<file path="src/rtl/multiword_addsub_seq.sv">
`default_nettype none
// ============================================================================
// Module   : multiword_addsub_seq
// Brief    : Multi-precision add/subtract sequencer, one WIDTH-bit limb per
//            transfer (LS limb first) with carry/borrow chained across limbs.
// Revision : 1.0  initial release
// ============================================================================
module multiword_addsub_seq #(
  parameter int WIDTH = 8,
  parameter int LIMBS = 4
) (
  input  logic             clk,
  input  logic             rst,
  input  logic             in_valid,
  output logic             in_ready,
  input  logic [WIDTH-1:0] in_a,
  input  logic [WIDTH-1:0] in_b,
  input  logic             in_mode,
  output logic             out_valid,
  input  logic             out_ready,
  output logic [WIDTH-1:0] out_sum,
  output logic             out_last,
  output logic             out_carry,
  output logic             out_overflow,
  output logic             busy
);

  localparam int IDX_W = (LIMBS > 1) ? $clog2(LIMBS) : 1;
  localparam logic [IDX_W-1:0] c_last_idx = IDX_W'(LIMBS - 1);

  logic [IDX_W-1:0] r_idx;
  logic             r_mode;
  logic             r_carry;
  logic             r_out_valid;
  logic [WIDTH-1:0] r_out_sum;
  logic             r_out_last;
  logic             r_out_carry;
  logic             r_out_overflow;

  logic             w_accept;
  logic             w_first;
  logic             w_final;
  logic             w_mode;
  logic             w_cin;
  logic [WIDTH-1:0] w_bm;
  logic [WIDTH:0]   w_full;
  logic             w_ovf;

  assign in_ready = !r_out_valid || out_ready;
  assign w_accept = in_valid && in_ready;
  assign w_first  = (r_idx == '0);
  assign w_final  = (r_idx == c_last_idx);

  // Limb 0 takes mode and carry-in straight from the port; later limbs use the latched copies.
  assign w_mode = w_first ? in_mode : r_mode;
  assign w_cin  = w_first ? in_mode : r_carry;
  assign w_bm   = w_mode ? ~in_b : in_b;
  assign w_full = {1'b0, in_a} + {1'b0, w_bm} + {{WIDTH{1'b0}}, w_cin};
  assign w_ovf  = (in_a[WIDTH-1] == w_bm[WIDTH-1]) && (w_full[WIDTH-1] != in_a[WIDTH-1]);

  always_ff @(posedge clk) begin
    if (rst) begin
      r_idx          <= '0;
      r_mode         <= 1'b0;
      r_carry        <= 1'b0;
      r_out_valid    <= 1'b0;
      r_out_sum      <= '0;
      r_out_last     <= 1'b0;
      r_out_carry    <= 1'b0;
      r_out_overflow <= 1'b0;
    end else if (w_accept) begin
      r_idx          <= w_final ? '0 : r_idx + 1'b1;
      r_carry        <= w_full[WIDTH];
      if (w_first) begin
        r_mode <= in_mode;
      end
      r_out_valid    <= 1'b1;
      r_out_sum      <= w_full[WIDTH-1:0];
      r_out_last     <= w_final;
      r_out_carry    <= w_final && w_full[WIDTH];
      r_out_overflow <= w_final && w_ovf;
    end else if (r_out_valid && out_ready) begin
      r_out_valid <= 1'b0;
    end
  end

  assign out_valid    = r_out_valid;
  assign out_sum      = r_out_sum;
  assign out_last     = r_out_last;
  assign out_carry    = r_out_carry;
  assign out_overflow = r_out_overflow;
  assign busy         = (r_idx != '0);

endmodule
`default_nettype wire

</file>
<file path="config.mk">
export PLATFORM = sky130hd
export DESIGN_NAME = multiword_addsub_seq
export DESIGN_NICKNAME = d
export VERILOG_FILES = /design/src/rtl/multiword_addsub_seq.sv
export SDC_FILE = /design/constraint.sdc
export NUM_CORES = 1
export LEC_CHECK = 0
export BUFFER_PORTS_ARGS = -buffer_cell sky130_fd_sc_hd__buf_2
export CAP_MARGIN = 20
export CORE_UTILIZATION = 30
export CTS_CLUSTER_DIAMETER = 80
export DETAILED_ROUTE_END_ITERATION = 10
export PLACE_DENSITY = 0.56
export SLEW_MARGIN = 20
export SYNTH_ARGS = -nofsm -noshare
export SYNTH_HDL_FRONTEND = slang
export SYNTH_SLANG_ARGS = --single-unit
</file>
<file path="constraint.sdc">
create_clock -name clk -period 5.3 [get_ports clk]
set_input_delay 0.53 -clock clk [delete_from_list [all_inputs] [get_ports clk]]
set_output_delay 0.53 -clock clk [all_outputs]
set_load 0.05 [all_outputs]
</file>
# Word level (Yosys, flattened, before mapping)
# Cells that the tools add are included.
word_totals:
  regBits: 16
  input_bits: 21
  word_cells: 31
op_classes:
  n_addsub: 3
  eq_ne: 3
  n_mux: 6
  bitwise: 1
  n_reduce_logical: 10
ops:
  columns: ["operator", "n"]
  rows:
  - ["8-bit by 8-bit adder with 9-bit output", 1]
  - ["9-bit by 1-bit adder with 9-bit output", 1]
  - ["8-bit 2-to-1 mux", 1]
  - ["8-bit NOT", 1]
  - ["1-bit logical AND", 5]
  - ["1-bit 2-to-1 mux", 4]
  - ["2-bit nonzero test", 2]
  - ["2-bit by 1-bit adder with 2-bit output, second input constant", 1]
  - ["2-bit equality test, second input constant", 1]
  - ["2-bit zero test", 1]
  - ["2-bit 2-to-1 mux", 1]
  - ["1-bit equality test", 1]
  - ["1-bit zero test", 1]
  - ["1-bit logical OR", 1]
  - ["1-bit inequality test", 1]

# Depth between registers and ports, before layout
# Gate-level depths: netlist (run 1).
logic_depth:
  ltp_word: 8
  depth_mapped: 10
  mapped_depth_nobuf: 10

# Worst setup path after synthesis (run 1)
# No wires, ideal clock.
synth_timing:
  path_kind: "reg-to-reg"
  start: "register r_idx[0]"
  end: "register r_carry"
  setup_time_ps: 132
  arrival_ps: 2638
  required_time_ps: 5168
  setup_slack_ps: 2531
  path_stages_with_launch: 11
  path_buffers: 0
  cell_sequence: "dfxtp_1 > inv_1 > ha_1 > mux2i_4 > xnor2_1 > fa_1 > fa_1 > a21oi_1 > o211ai_1 > a31oi_1 > nor3_1"
synth_between:
  elab_chain_cells: 5
synth_lines:
  columns: ["element", "line", "text"]
  rows:
  - ["start, declared", "31", "logic [IDX_W-1:0] r_idx;"]
  - ["start signal, assigned", "72", "r_idx <= w_final ? '0 : r_idx + 1'b1;"]
  - ["2-bit zero test *", "51", "assign w_first = (r_idx == '0);"]
  - ["1-bit 2-to-1 mux", null, null]
  - ["8-bit 2-to-1 mux", "57", "assign w_bm = w_mode ? ~in_b : in_b;"]
  - ["8-bit by 8-bit adder with 9-bit output", "58", "assign w_full = {1'b0, in_a} + {1'b0, w_bm} + {{WIDTH{1'b0}}, w_cin};"]
  - ["9-bit by 1-bit adder with 9-bit output *", "58", null]
  - ["end signal, assigned", "73", "r_carry <= w_full[WIDTH];"]
  - ["end, declared", "33", "logic r_carry;"]
# Every way passes the cells marked *; elsewhere a longest branch is shown, timed or not.
# A chain may end at the register's enable or synchronous reset.

# Final worst setup path (run 1)
layout_timing:
  start: "register r_idx[0]"
  end: "register r_out_carry, in the netlist out_carry"
layout_between:
  elab_chain_cells: 6
layout_lines:
  columns: ["element", "line", "text"]
  rows:
  - ["2-bit zero test", "51", null]
  - ["1-bit 2-to-1 mux", null, null]
  - ["8-bit 2-to-1 mux", "57", null]
  - ["8-bit by 8-bit adder with 9-bit output", "58", null]
  - ["9-bit by 1-bit adder with 9-bit output", "58", null]
  - ["1-bit logical AND *", "80", "r_out_carry <= w_final && w_full[WIDTH];"]
  - ["end signal, assigned", "80", null]
  - ["end, declared", "37", "logic r_out_carry;"]
# Marks and branches as above.

==> results by group, run 1 <==
Timing
  • FMAX: 0.3289 GHz
  • Final Hold Viols: 0
  • Slew @ Worst Pin: 523.9 ps
  • RSZ-0062 raised after global routing: no
  • Final clock skew: 1.471 ps
  • Period utilization: 57.37%
  • Setup violators final: 0
  • Sum Neg Setup Slack: 0 ps
  • Final Critical Period: 3041 ps
  • Relative slew slack: 65.07%
  • Slew Limit Fails: 0

Clock tree
  • Post-CTS Hold Fix Bufs: 0
  • TritonCTS Buffers: 3
  • CTS H-Tree Depth: 1
  • CTS sink cnt: 16
  • Worst-path clk slew: 90 ps
  • Clk root buf: clkbuf_4
  • CTS max path bufs: 2
  • Postcts setup bufs: 0
  • Resized Gates After CTS: 0
  • Clock Latency Late Sink: 280 ps
  • CTS tree: done

Worst setup path
  • R2r setup slk: 2260 ps
  • Reg2reg end: out_carry
  • Reg2reg path depth: 10
  • Largest fanout on the critical path: 9
  • Crit path DAT: 3210 ps
  • Reg2reg start: r_idx[0]
  • Worst path required time: 5470 ps
  • Kind of critical path: reg2reg
  • Startpoint Class: flip-flop
  • Setup crit end kind: flip-flop

GRT
  • Grt total ovfl: 0
  • Vias in the first global route: 894
  • Total GRT Usage: 12.83%
  • Initial antenna violation count: 0
  • Largest net degree at the start of global routing: 25
  • Global-route wire length before repair: 4022 um

Cells and area
  • Area Overhead vs Synth: 20.91%
  • Nets: 189
  • Layout cells sized above 1: 29.68%
  • Antenna cells: 0
  • Final Cell Area: 1324 um2
  • Fin util: 38.75%

Logic synthesis
  • Post-Syn Area per Cell: 8.901 um2
  • Cells after Synth: 123
  • Synth top area share: 29.26%
  • Sequential cell area fraction in the yosys report: 29.26%
  • Top cells by area, synth: dfxtp_1, ha_1, xnor2_1
  • Mapped cell area: 1095 um2
  • Syn Nets: 155
  • Top cell type by total area after synthesis: dfxtp_1
  • Syn. warnings: 0
  • Distinct cells, synth: 41
  • Synth Register Bits: 16

Die
  • Core footprint: 3416 um2
  • Die Width: 62.41 um
  • Row cnt: 21
  • Ports: 35
  • DIE AREA: 3895 um2
  • Initial core utilization: 32.05%
  • Die H: 62.41 um

Worst hold path
  • Hold Path Sink: out_sum[3]
  • HP Start: out_sum[3]
  • Hold path cells: 2
  • Hold Path Class: reg2reg

Placed design
  • Port bufs: 34
  • Placed inst area: 1301 um2
  • GPL Wtd Cong: 0.7875
  • Detailed Place HPWL: 1811 um

Detailed routing
  • Final antenna-violating net count: 0
  • Drt wl/cell: 11.77 um
  • Initial drt markers: 18
  • Overall routed net length: 2366 um
  • First drt pass iteration count: 2
  • Vias per cell: 4.886
  • DR DRC count: 0
  • Routed vias: 982

Pwr
  • Cell Pwr Density: 293.4 nW/um2
  • Maximum vdd drop: 0.0001218 V
  • P_leak: 0.5632 nW

Outcome
  • Outcome: finished clean

Flow run
  • Max_cap viols: 0
## stage by stage
step / hold WS, ps / instances / setup WS, ps / power [mW]
floorplan: 453.0 / 123 / 2531 / 0.2883
global placement: 443.2 / 198 / 2342 / 0.3260
detailed placement: 445.3 / 198 / 2215 / 0.3279
CTS: 459.6 / 201 / 2194 / 0.3947
global route: 489.5 / 201 / 1972 / 0.4173
finish: 454.5 / 201 / 2259 / 0.3884
## cell type report
cell class                      count  area [um2]
Clock buffer                        3       22.52
Fill cell                         371        2092
Inverter                            6       22.52
Multi-Input combinational cell     96       730.7
Sequential cell                    16       320.3
Tap cell                           46       57.56
Timing Repair Buffer               34       170.2
## routing by layer
layer	track usage (%)	vias to the layer above	wire, um
li1	-	516	-
met1	16.91	444	1172
met2	20.92	20	1092
met3	2.920	2	84
met4	3.488	0	17
met5	0	-	0
## worst max path at each step
| stage | from | to | cells past startpoint |
|---|---|---|---|
| 2_1_floorplan | r_idx[0] | r_carry | 10 |
| 6_report | r_idx[0] | out_carry | 10 |
| 3_3_place_gp | r_idx[0] | r_carry | 10 |
| 4_1_cts | r_idx[0] | out_carry | 10 |
| 5_1_grt | r_idx[0] | r_carry | 10 |
| 3_5_place_dp | r_idx[0] | r_carry | 10 |
## logic make-up (layout without fill, tap and decap cells)
group | count (synthesis) | count (layout) | synth area share (%)
fa+ha+maj | 11 | 11 | 13.94
compound gates | 28 | 28 | 17.03
mux | 2 | 2 | 3.085
simple gates | 44 | 44 | 23.89
xor+xnor | 11 | 11 | 8.800
buf+inv | 11 | 43 | 4.000
flops | 16 | 16 | 29.26
## sequential cells by signal, indices dropped and copies added (netlist names)
signal / cells
r_mode: 1
out_valid: 1
r_carry: 1
out_sum: 8
out_last: 1
out_carry: 1
r_idx: 2
out_overflow: 1
## placed cells by master (no fill, tap or decap), drive strengths merged, types with 4 or more instances in the layout
master / netlist / layout
ha: 9 / 9
a21oi: 13 / 13
dfxtp: 16 / 16
buf: 3 / 34
inv: 6 / 6
nand3b: 6 / 6
nor2: 4 / 4
xnor2: 11 / 11
nand2: 13 / 13
nand3: 6 / 6
## report_power, final
group	total, mW	leakage (nW)	switching, mW	internal (mW)
clock	0.0640	0.0138	0.0376	0.0263
sequential	0.140	0.132	0.00678	0.134
combinational	0.184	0.418	0.116	0.0676
total	0.388	0.563	0.161	0.228
## synth_stat cells, drive strengths merged
| master | n |
|---|---|
| a21o | 1 |
| nand3b | 6 |
| a21oi | 13 |
| or3b | 1 |
| nand4 | 3 |
| xnor2 | 11 |
| nor4 | 2 |
| o21ai | 3 |
| nand3 | 6 |
| a31oi | 1 |
| mux2 | 1 |
| o21bai | 1 |
| o41ai | 1 |
| nand4b | 1 |
| buf | 3 |
| inv | 6 |
| a211oi | 2 |
| and3 | 1 |
| ha | 9 |
| dfxtp | 16 |
| o211ai | 2 |
| and2 | 1 |
| nand2b | 2 |
| clkbuf | 2 |
| nor2 | 4 |
| a2111o | 1 |
| fa | 2 |
| a21boi | 1 |
| nor3 | 1 |
| o31ai | 1 |
| mux2i | 1 |
| nand2 | 13 |
| o31a | 1 |
| or4b | 2 |
| nor3b | 1 |
## worst max-delay path, stage by stage (launching register included)
cell      delay [ps]
dfxtp_1          340
inv_1             80
ha_1             250
mux2i_4          490
xnor2_1          150
fa_1             460
fa_1             410
a21oi_1          200
o211ai_1         170
a31oi_1          290
o41ai_2           90
Power figures use the tool's default switching activity.
==> run 2: changes to the inputs <==
ABC_AREA = 1   (was unset)
clock period = 3.1 ns   (was 5.3 ns; I/O delays follow)
==> run 2 against run 1 <==
Clock power rose by 120%. Area after synthesis rose by 0.69%. Register-to-register slack lost 1800 ps. Wire length down 4.4%. First-iteration DRC count grew 110%. Clock skew grew 6.4 ps. Count of clock-buffer cells in the layout is 1 higher. Core utilization is 0.62 points higher. Fmax grew 17%. Cell area is 1.6% higher. Largest cell class unchanged. Largest power group unchanged.
==> results by group, run 2 <==
Pwr
  • Clock share of power: 18.3%
  • Combinational Power Share: 49.9%
  • Total power: 755.4 uW
  • P_leak: 0.7006 nW
  • Maximum vdd drop: 0.0001878 V
  • Switching power: 321.0 uW
  • Cell Pwr Density: 561.6 nW/um2
  • Internal: 434.4 uW
  • Seq pwr share: 31.8%
  • Switching portion of total power: 42.49%

Timing
  • Setup violators final: 0
  • Final Hold Viols: 0
  • Relative slew slack: 81.82%
  • RSZ-0062 raised after global routing: no
  • Slew @ Worst Pin: 270.7 ps
  • Slew Limit Fails: 0
  • Final clock skew: 7.826 ps
  • Worst Hold Margin: 283.9 ps
  • Sum Neg Setup Slack: 0 ps
  • Final Critical Period: 2601 ps
  • FMAX: 0.3844 GHz
  • Period utilization: 83.92%

Cells and area
  • Nets: 216
  • Commonest cells after routing, fill and taps aside: buf_2, nand2_1, inv_1
  • Area Overhead vs Synth: 22.02%
  • Fin util: 39.38%
  • Most common cell after layout, fill and taps aside: buf_2
  • Final Cell Area: 1345 um2
  • Antenna cells: 0
  • Max reg flops: 8
  • Layout cells sized above 1: 28.96%

Logic synthesis
  • Syn. warnings: 0
  • Distinct cells, synth: 26
  • Synth Area in Adders: 13.85%
  • Synth top area share: 29.06%
  • Post-Syn Area per Cell: 7.448 um2
  • Most frequent cell after synthesis: nand2_1
  • Simple logic cell fraction of the synthesized area: 25.43%
  • Asr flop ratio synth: 0%
  • Sequential cell area fraction in the yosys report: 29.06%
  • Cells after Synth: 148
  • Largest family of logic cells by synthesized area: simple AND/OR/NAND/NOR gates
  • Multiplexer area fraction after synthesis: 0%
  • Syn Nets: 180
  • Synth Register Bits: 16
  • EDFF count, synth: 0
  • Synth top cells by count: nand2_1, inv_1, dfxtp_1, nor2_1, a21oi_1
  • Top FF cell, synth: dfxtp_1
  • XOR/XNOR share of the synthesized area: 8.740%
  • Post-synthesis compound-gate area fraction: 12.94%
  • Top cell type by total area after synthesis: dfxtp_1
  • Mapped cell area: 1102 um2
  • Top cells by area, synth: dfxtp_1, ha_1, nand2_1

GRT
  • Largest net degree at the start of global routing: 18
  • Global-route wire length before repair: 4043 um
  • Total GRT Usage: 12.92%
  • Initial antenna violation count: 0
  • Grt total ovfl: 0
  • Vias in the first global route: 961

Flow run
  • Max_cap viols: 0

Placed design
  • Port bufs: 34
  • Placed inst area: 1309 um2
  • GPL Wtd Cong: 0.7583
  • Detailed Place HPWL: 1814 um

Clock tree
  • CTS max path bufs: 2
  • Clock Latency Late Sink: 280 ps
  • CTS tree: done
  • Resized Gates After CTS: 0
  • CTS H-Tree Depth: 1
  • Clk root buf: clkbuf_4
  • Postcts setup bufs: 0
  • Post-CTS Hold Fix Bufs: 0
  • TritonCTS Buffers: 3
  • Worst-path clk slew: 100 ps
  • CTS sink cnt: 16

Detailed routing
  • DR DRC count: 0
  • Routed vias: 1,007
  • Overall routed net length: 2262 um
  • Drt wl/cell: 9.878 um
  • Initial drt markers: 37
  • First drt pass iteration count: 4
  • Vias per cell: 4.397
  • Final antenna-violating net count: 0

Worst setup path
  • Largest fanout on the critical path: 3
  • Crit path DAT: 2790 ps
  • Worst path required time: 3290 ps
  • CP delay by family, top: adder cells
  • Critical Path, Cell by Cell: inv_1 -> ha_1 -> inv_1 -> nor2_1 -> o21bai_1 -> xnor2_1 -> fa_1 -> fa_1 -> nand3_1 -> nand2_1 -> nand2_1 -> nand2_1 -> nand2_1 -> nand3_1 -> nand2_1 -> inv_1
  • R2r setup slk: 500 ps
  • CP max stage cell: fa_1
  • CP Buf/Inv Count: 3
  • Kind of critical path: reg2reg
  • Critical Path Max Stage Delay: 440 ps
  • Startpoint Class: flip-flop
  • Setup crit end kind: flip-flop
  • Crit path top cell by count: nand2_1

Die
  • Die H: 62.62 um
  • Row cnt: 21
  • DIE AREA: 3921 um2
  • Ports: 35
  • Die Width: 62.62 um
  • Initial core utilization: 32.27%
  • Core footprint: 3416 um2

Worst hold path
  • Hold Path Class: in2reg

Outcome
  • Outcome: finished clean
run 2: kinds of logic (layout without fill, tap and decap cells):
kind of cell	count (synthesis)	count (layout)
AO/OA/AOI/OAI	25	25
XOR/XNOR	11	11
adder cells (fa/ha/maj)	11	11
buffers and inverters	25	60
flip-flops	16	16
AND/OR/NAND/NOR	60	60
run 2: through the flow:
step           worst slack [ps]  std cells
2_1_floorplan             223.0        148
3_3_place_gp              562.0        225
3_5_place_dp              515.0        225
4_1_cts                   480.1        229
5_1_grt                   233.8        229
6_report                  498.5        229
run 2: cell type report:
| type | instances | area (um2) |
|---|---|---|
| well taps | 46 | 57.56 |
| repair buffers | 35 | 177.7 |
| flip-flops and latches | 16 | 320.3 |
| fillers | 379 | 2071 |
| multi-input cells | 107 | 671.9 |
| inverters | 21 | 81.33 |
| clock buffers | 4 | 36.28 |
run 2: worst register-to-register path, stage by stage (launching register included):
cell and delay [ps]:
dfxtp_1 370, inv_1 70, ha_1 200, inv_1 80
nor2_1 50, o21bai_1 170, xnor2_1 160, fa_1 440
fa_1 410, nand3_1 90, nand2_1 100, nand2_1 90
nand2_1 50, nand2_1 60, nand3_1 70, nand2_1 70
inv_1 30
run 2: final timing paths:
check	startpoint	endpoint	cells past startpoint
setup reg to reg	r_idx[0]	out_sum[6]	16
hold reg to reg	out_last	out_last	2
hold / removal	rst	out_overflow	2
setup / recovery	r_idx[0]	out_sum[6]	16
run 2: metal layers:
metal / wire length (um) / track usage, % / vias to the layer above
li1: - / - / 544
met1: 1066 / 15.54 / 437
met2: 1077 / 22.28 / 24
met3: 89 / 2.555 / 2
met4: 28 / 5.233 / 0
met5: 0 / 0 / -
run 2: power groups by stage:
stage | Clock (mW) | Combinational (mW) | Sequential, mW
2_1_floorplan | 0 | 0.246 | 0.304
3_3_place_gp | 0 | 0.380 | 0.245
3_5_place_dp | 0 | 0.380 | 0.245
4_1_cts | 0.146 | 0.382 | 0.241
5_1_grt | 0.158 | 0.427 | 0.243
6_report | 0.138 | 0.377 | 0.240
==> run 3: changes to the inputs <==
ABC_AREA = 0   (was 1)
clock period = 2.6 ns   (was 3.1 ns; I/O delays follow)
==> run 3 against run 2 <==
Register-to-register slack got worse by 410 ps. Hold slack got worse by 64 ps. Critical endpoint is now r_carry. Die area decreased by 0.65%.
==> results by group, run 3 (synthesis gave the netlist of run 1 again) <==
Outcome
  • Outcome: finished clean

Clock tree
  • CTS H-Tree Depth: 1
  • CTS tree: done
  • Worst-path clk slew: 100 ps
  • CTS max path bufs: 2
  • Clock Latency Late Sink: 300 ps
  • TritonCTS Buffers: 3
  • Post-CTS Hold Fix Bufs: 0
  • Clk root buf: clkbuf_4
  • CTS sink cnt: 16

Detailed routing
  • Vias per cell: 4.828
  • Met3 wire length: 105 um
  • Drt wl/cell: 12.72 um
  • M1 wire length: 1201 um
  • Highest Signal Layer: met4
  • Initial drt markers: 30
  • DR DRC count: 0
  • Final antenna-violating net count: 0
  • First drt pass iteration count: 4
  • Routed vias: 985
  • Met2 wire len: 1269 um
  • Overall routed net length: 2595 um

Pwr
  • Maximum vdd drop: 0.0002789 V
  • Switching power: 356.7 uW
  • Cell Pwr Density: 623.9 nW/um2
  • Combinational Power Share: 46.9%
  • Seq pwr share: 33.0%
  • P_leak: 0.5880 nW
  • Clock share of power: 20.1%
  • Switching portion of total power: 40.98%
  • Internal: 513.8 uW
  • Total power: 870.5 uW

Cells and area
  • Fin util: 40.84%
  • Max reg flops: 8
  • Area Overhead vs Synth: 27.43%
  • Fill cells: 363
  • Nets: 191
  • Layout cells sized above 1: 36.71%
  • Final Cell Area: 1395 um2
  • Commonest cells after routing, fill and taps aside: buf_2, dfxtp_1, nand2_1
  • Most common cell after layout, fill and taps aside: buf_2
  • Antenna cells: 0

Worst hold path
  • Hold Path Sink: out_valid
  • HP Start: in_valid
  • Hold Path Class: in2reg
  • Hold path cells: 3

Worst setup path
  • Crit path top cell by count: fa_2
  • Kind of critical path: reg2reg
  • Critical Path, Cell by Cell: inv_1 -> ha_4 -> mux2i_4 -> xnor2_2 -> fa_2 -> fa_2 -> a21oi_2 -> o211ai_1 -> a31oi_1 -> nor3_1
  • Crit path DAT: 2680 ps
  • Largest fanout on the critical path: 3
  • Setup crit end kind: flip-flop
  • CP Buf/Inv Count: 1
  • Worst path required time: 2780 ps
  • Startpoint Class: flip-flop
  • Critical Path Max Stage Delay: 390 ps
  • Reg2reg path depth: 10
  • Reg2reg end: r_carry
  • CP delay by family, top: adder cells
  • R2r setup slk: 90 ps
  • Reg2reg start: r_idx[1]
  • CP max stage cell: fa_2

GRT
  • Initial antenna violation count: 0
  • Grt total ovfl: 0
  • Total GRT Usage: 13.29%
  • Largest net degree at the start of global routing: 25
  • Vias in the first global route: 912
  • Global-route wire length before repair: 4091 um

Timing
  • Period utilization: 96.46%
  • FMAX: 0.3987 GHz
  • Relative slew slack: 62.64%
  • Final Hold Viols: 0
  • Final Critical Period: 2508 ps
  • Final clock skew: 4.675 ps
  • Fin worst setup slack: 92.01 ps
  • Setup violators final: 0
  • Slew Limit Fails: 0
  • Slew @ Worst Pin: 560.4 ps

Die
  • Row cnt: 21
  • Ports: 35
  • Die Width: 62.41 um
  • Core footprint: 3416 um2
  • Die H: 62.41 um
  • Initial core utilization: 32.05%
  • DIE AREA: 3895 um2

Placed design
  • Dpl ws: 63.58 ps
  • Detailed Place HPWL: 1918 um
  • Placed inst area: 1335 um2
  • GPL Wtd Cong: 0.7967
  • Port bufs: 34

Flow run
  • Max_cap viols: 0
run 3: final cells by class:
class                      count  area [um2]  share of cell area [%]
multi-input combinational     96       770.7                   55.25
sequential                    16       322.8                   23.14
timing repair buffer          36       185.2                   13.27
tap                           46       57.56                   4.126
clock buffer                   4       36.28                   2.601
inverter                       6       22.52                   1.614
run 3: what timing repair did:
action,in CTS,in global routing
resized for setup,0,6
setup buffers,0,0
setup endpoints to repair,0,6
run 3: how the worst max path moves through the flow:
stage / startpoint / endpoint / slack, ps / cells after the start
floorplan: r_idx[0] / r_carry / 50 / 10
global placement: r_idx[0] / out_overflow / 130 / 10
detailed placement: r_idx[0] / r_carry / 60 / 10
CTS: r_idx[0] / r_carry / 40 / 10
global route: r_idx[1] / r_carry / -0.4 / 10
finish: r_idx[1] / r_carry / 90 / 10
run 3: per-stage QoR:
stage | std cells | TNS, ps | hold WS, ps
detailed placement | 200 | 0 | 448.7
global placement | 200 | 0 | 439.6
finish | 204 | 0 | 220.0
global route | 204 | -0.4239 | 224.7
floorplan | 123 | 0 | 389.5
CTS | 204 | 0 | 219.3
run 3: layer usage:
layer	global-route usage, %	vias to the layer above
met5	0	-
met4	6.105	0
met3	1.460	2
met2	21.47	27
met1	17.66	446
li1	-	510
run 3: power groups by stage:
stage	clock (mW)	combinational [mW]	sequential (mW)
2_1_floorplan	0	0.228	0.367
3_3_place_gp	0	0.390	0.291
3_5_place_dp	0	0.394	0.292
4_1_cts	0.178	0.396	0.286
5_1_grt	0.187	0.441	0.291
6_report	0.175	0.408	0.287
run 3: worst register-to-register path, stage by stage, from the launching register on:
cell      delay (ps)
dfxtp_2          340
inv_1             90
ha_4             170
mux2i_4          280
xnor2_2          100
fa_2             390
fa_2             370
a21oi_2          160
o211ai_1         150
a31oi_1          260
nor3_1            80
